**src/rtl/axis_chk_pkg.sv**
```systemverilog
// Shared types, constants and helpers for the AXI-stream LFSR checker and its
// reference generator.
package axis_chk_pkg;

  typedef enum logic [1:0] {
    IDLE = 2'd0,
    RUN  = 2'd1,
    HALT = 2'd2,
    DONE = 2'd3
  } chk_state_e;

  localparam int LFSR_W = 64;
  // Feedback taps x^64 + x^63 + x^61 + x^60 + 1 (maximal length).
  localparam logic [LFSR_W-1:0] LFSR_TAPS = 64'hD800_0000_0000_0000;
  localparam int SAT_W = 32;

  // Counters are evaluated at a common width and never wrap past max_val.
  function automatic logic [SAT_W-1:0] sat_inc(input logic [SAT_W-1:0] val,
                                               input logic [SAT_W-1:0] max_val);
    if (val >= max_val) begin
      return val;
    end else begin
      return val + 32'd1;
    end
  endfunction

  function automatic logic [LFSR_W-1:0] lfsr_next(input logic [LFSR_W-1:0] cur);
    return {cur[LFSR_W-2:0], ^(cur & LFSR_TAPS)};
  endfunction

endpackage

```
**src/rtl/lfsr_64bit.sv**
```systemverilog
// Free-running 64-bit Fibonacci LFSR; reloads SEED while s_rst_n is low.
module lfsr_64bit
  import axis_chk_pkg::*;
#(
  parameter logic [LFSR_W-1:0] SEED = 64'hFEDC_BA98_7654_3210
) (
  input  logic              clk,
  input  logic              s_rst_n,
  output logic [LFSR_W-1:0] lfsr_q
);

  logic [LFSR_W-1:0] state_r;

  // Reload on reset, otherwise advance one step every clock.
  always_ff @(posedge clk) begin
    if (!s_rst_n) begin
      state_r <= SEED;
    end else begin
      state_r <= lfsr_next(state_r);
    end
  end

  assign lfsr_q = state_r;

endmodule

```
**config.mk**
```make
export PLATFORM = sky130hd
export DESIGN_NAME = lfsr_64bit
export DESIGN_NICKNAME = d
export VERILOG_FILES = /design/src/rtl/axis_chk_pkg.sv /design/src/rtl/lfsr_64bit.sv
export SDC_FILE = /design/constraint.sdc
export NUM_CORES = 1
export LEC_CHECK = 0
export ABC_CLOCK_PERIOD_IN_PS = 1700
export CORE_ASPECT_RATIO = 0.5
export CORE_MARGIN = 2
export CORE_UTILIZATION = 45
export CTS_CLUSTER_SIZE = 40
export DETAILED_ROUTE_END_ITERATION = 6
export HOLD_SLACK_MARGIN = 0.15
export PLACE_DENSITY_LB_ADDON = 0.08
export RECOVER_POWER = 25
export SYNTH_ARGS = -nofsm -noshare
export SYNTH_HDL_FRONTEND = slang
export SYNTH_SLANG_ARGS = --single-unit
```
**constraint.sdc**
```tcl
create_clock -name clk -period 1.7 [get_ports clk]
set_clock_uncertainty 0.2 [all_clocks]
set_input_delay 0.255 -clock clk [delete_from_list [all_inputs] [get_ports clk]]
set_output_delay 0.255 -clock clk [all_outputs]
set_load 0.005 [all_outputs]
```
Word-level counts from Yosys, hierarchy flattened
Cells that the tools add are included.
{"block": "totals", "mem_bits_ro": 0, "n_memories": 0, "inputBits": 2, "latchBits": 0, "ff_bits": 64, "wordCells": 2, "out_inout_bits": 64, "mem_bits_rw": 0}
{"block": "op_classes", "order_cmp": 0, "bitwise_logic": 0, "muxes": 0, "reduce_logical": 1, "shift": 0, "n_eq_ne": 0, "add_sub_neg": 0, "multipliers": 0, "div": 0}
{"op": "$reduce_xor 64->1", "count": 1}

Depth between registers and ports, before layout
Gate-level depths: netlist of the first run.
{"block": "logic_depth", "word_depth": 1, "mapped_depth": 3, "ltp_nobuf": 3}

Least setup slack after synthesis of the first run
Ideal clock, no wire load.
{"block": "synth_timing", "path_kind": "reg-to-reg", "from": "register state_r[60] (netlist: lfsr_q[60])", "to": "register state_r[0] (netlist: lfsr_q[0])", "period_less_slack_ns": 1.049, "required_time_ns": 1.385, "setup_slack_ns": 0.651, "path_stages_with_launch": 4, "setup_time_ns": 0.115, "arrival_time_ns": 0.734, "path_buffers": 0, "path_cell_list": "dfxtp_1 xor2_1 xnor2_1 and2_1"}
{"block": "synth_via", "elab_chain_len": 1}
{"element": "start: declaration", "line_no": "lfsr_64bit.sv:12", "source": "logic [LFSR_W-1:0] state_r;"}
{"element": "start signal: assignment", "line_no": "lfsr_64bit.sv:19", "source": "state_r <= lfsr_next(state_r);"}
{"element": "$reduce_xor 64->1", "line_no": "axis_chk_pkg.sv:28", "source": "return {cur[LFSR_W-2:0], ^(cur & LFSR_TAPS)};"}
Every way passes these cells.
A chain may end at the register's enable or synchronous reset.

Worst setup path after layout of the first run
{"block": "layout_timing", "from": "register state_r[60] (netlist: lfsr_q[60])", "to": "output lfsr_q[60]"}
{"element": "end: declaration", "line_no": "lfsr_64bit.sv:9", "source": "output logic [LFSR_W-1:0] lfsr_q"}
No word-level cell between the ends.

==> results of run 1 <==
[layer usage]
metal | track usage, % | wire length, um | up-vias
met5 | 0 | 0 | -
met4 | 8.96 | 30 | 0
li1 | - | - | 558
met3 | 8.82 | 283 | 5
met2 | 24.9 | 1390 | 39
met1 | 17.0 | 1420 | 505
[worst min-delay path by stage]
stage	startpoint	end	slack [ns]	cells after the start
finish	lfsr_q[61]	lfsr_q[62]	0.23	1
global route	lfsr_q[61]	lfsr_q[62]	0.24	1
CTS	lfsr_q[61]	lfsr_q[62]	0.24	1
floorplan	s_rst_n	lfsr_q[63]	0.13	1
detailed placement	lfsr_q[58]	lfsr_q[59]	0.22	1
global placement	lfsr_q[54]	lfsr_q[55]	0.21	1
[stage by stage]
stage               cells  hold slack [ns]
floorplan             137            0.128
global placement      250            0.212
detailed placement    250            0.221
CTS                   265            0.237
global route          265            0.238
finish                265            0.230
[cell families after synthesis]
kind of cell / Yosys count / share of synthesized area (%)
XOR/XNOR: 3 / 1.51
buffers and inverters: 6 / 1.72
flip-flops: 64 / 73.6
AND/OR/NAND/NOR: 64 / 23.2
[repair_timing]
| action | 4_1_cts | 5_1_grt |
|---|---|---|
| endpoints found under the setup margin | 0 | 2 |
| resized for setup | 0 | 2 |
| hold buffers | 1 | 0 |
| hold endpoints to repair | 7 | 0 |
[power by group]
part | internal, mW | leakage [nW] | switching [mW] | total [mW]
registers | 1.58 | 0.531 | 0.0357 | 1.61
logic | 0.169 | 0.446 | 0.0728 | 0.242
clock network | 0.552 | 0.0794 | 0.488 | 1.04
[cell usage in the layout (no fill, tap or decap), types with 2 or more instances in the layout]
master | Yosys | final
buf_4 | 0 | 2
and2_1 | 32 | 28
nand2b_1 | 29 | 29
or2b_1 | 3 | 3
and2_0 | 0 | 4
clkbuf_8 | 0 | 10
dfxtp_1 | 64 | 64
xnor2_1 | 2 | 2
clkbuf_1 | 0 | 3
clkdlybuf4s25_1 | 0 | 2
clkdlybuf4s50_1 | 0 | 62
[layout make-up]
cell class	instances	area (sq um)
Clock inverter	1	5.00
Multi-Input combinational cell	67	430
Timing Repair Buffer	69	691
Tap cell	51	63.8
Sequential cell	64	1280
Clock buffer	13	149
Fill cell	261	946
==> out/metrics.cfg, run 1 <==
[run_status]
status = finished clean

[global_routing]
track_usage_pct = 15.5
grt_max_degree = 29
grt_first_pass_wirelength_mm = 4.83
overflow = 0
antenna_found_initial = 0
grt_pass1_vias = 1050

[critical_path]
worst_setup_path_start_kind = flip-flop
cp-startpoint = lfsr_q[60]
reg2reg_slack_ns = 0.63
r2r_cells = 3
crit_buf_inv = 1
critical_path.max_stage_delay_ns = 0.51
endpoint_kind = output pin
path_max_fanout = 3
critical_path.cell_chain = clkdlybuf4s50_1
crit_type = reg -> out
r2r_start = lfsr_q[62]
worstPathArrival_ns = 1.19
cp_num_cells = 1
path_delay_family = buffers and inverters
cp_data_required_time_ns = 1.24
r2r-end = lfsr_q[0]
cpMaxStageDelayCell = clkdlybuf4s50_1
crit_end = lfsr_q[60]

[die]
start_util_pct = 48.8
core-area_sq_um = 3570
io_pins = 66
die_y_um = 48.0
num_rows = 15
dieArea_sq_um = 4410
die_w_um = 92.0

[sta]
hold_viol = 0
setup_viol = 0
slew_viol_final = 0
worst_pin_slew_ns = 0.476
setup_tns_ns = 0
period_minus_slack_ns = 1.64
slew_headroom_pct = 68.2
worst_slack_ns = 0.0568
rsz0062_at_grt = no
finalCritPeriodShare_pct = 96.7
max_freq_mhz = 609

[clock_tree]
postCtsSetupBuffers = 0
htree_levels = 3
cts.path.max_buffers = 2
clk_pin_slew_ns = 0.06
clock_latency_ns = 0.32
cts_buffers = 9
cts_tree = built
cts.root.buffer_cell = clkbuf_8
clock_sinks = 64

[placement]
place_hpwl_mm = 2.14
finalWeightedCongestion = 0.691
placed_cell_area_sq_um = 2460
portBuffers = 65
pre_cts_ws_ns = 0.386

[pwr]
power_mw = 2.90
pwr_density_cell_nw_per_um2 = 1110
vdd_drop_max_uv = 606
power.leakage_nw = 1.06

[logic_synthesis]
synthArstFlopShare_pct = 0
synth_most_common_cell = dfxtp_1
synth_seq_area_share_pct = 73.6
synth.distinct_cells = 8
yosys.area.top_type = dfxtp_1
synth_edf_count = 0
synthFlopType = dfxtp_1
avgSynthCellArea_sq_um = 12.7
synth.net_count = 139
yosys-top-cells-area = dfxtp_1 (74%), and2_1 (11%), nand2b_1 (10%)
syn_inst = 137
yosys_warnings = 0
synth_top_area_share_pct = 73.6
netlist_area_sq_um = 1740
synth_seq_cells = 64
ys_top_cells_by_count = dfxtp_1 (64), and2_1 (32), nand2b_1 (29)

[detailed_routing]
vias_per_cell = 4.18
first_iter_violations = 21
routed_wl_mm = 3.12
wire_per_inst_um = 11.8
drtAntennaViolNets = 0
dr_total_vias = 1107
drc = 0
dr.pass1.iters = 4

[job]
cap_violations = 0

[layout]
area_growth_pct = 50.4
fin_util_pct = 73.5
n_antenna_cell = 0
fin_area_sq_um = 2620
largest_reg_flops = 64
fin_nets = 213
drive_gt1_share_pct = 7.01

[worst_hold_path]
hold_class = reg -> reg

No activity file was read; power rests on OpenSTA's default activity.
==> run 2: changes to the inputs <==
- CTS_CLUSTER_SIZE: 40 -> 28
==> results of run 2 <==
No change in the layout: final DEF, timing and power equal those of run 1.
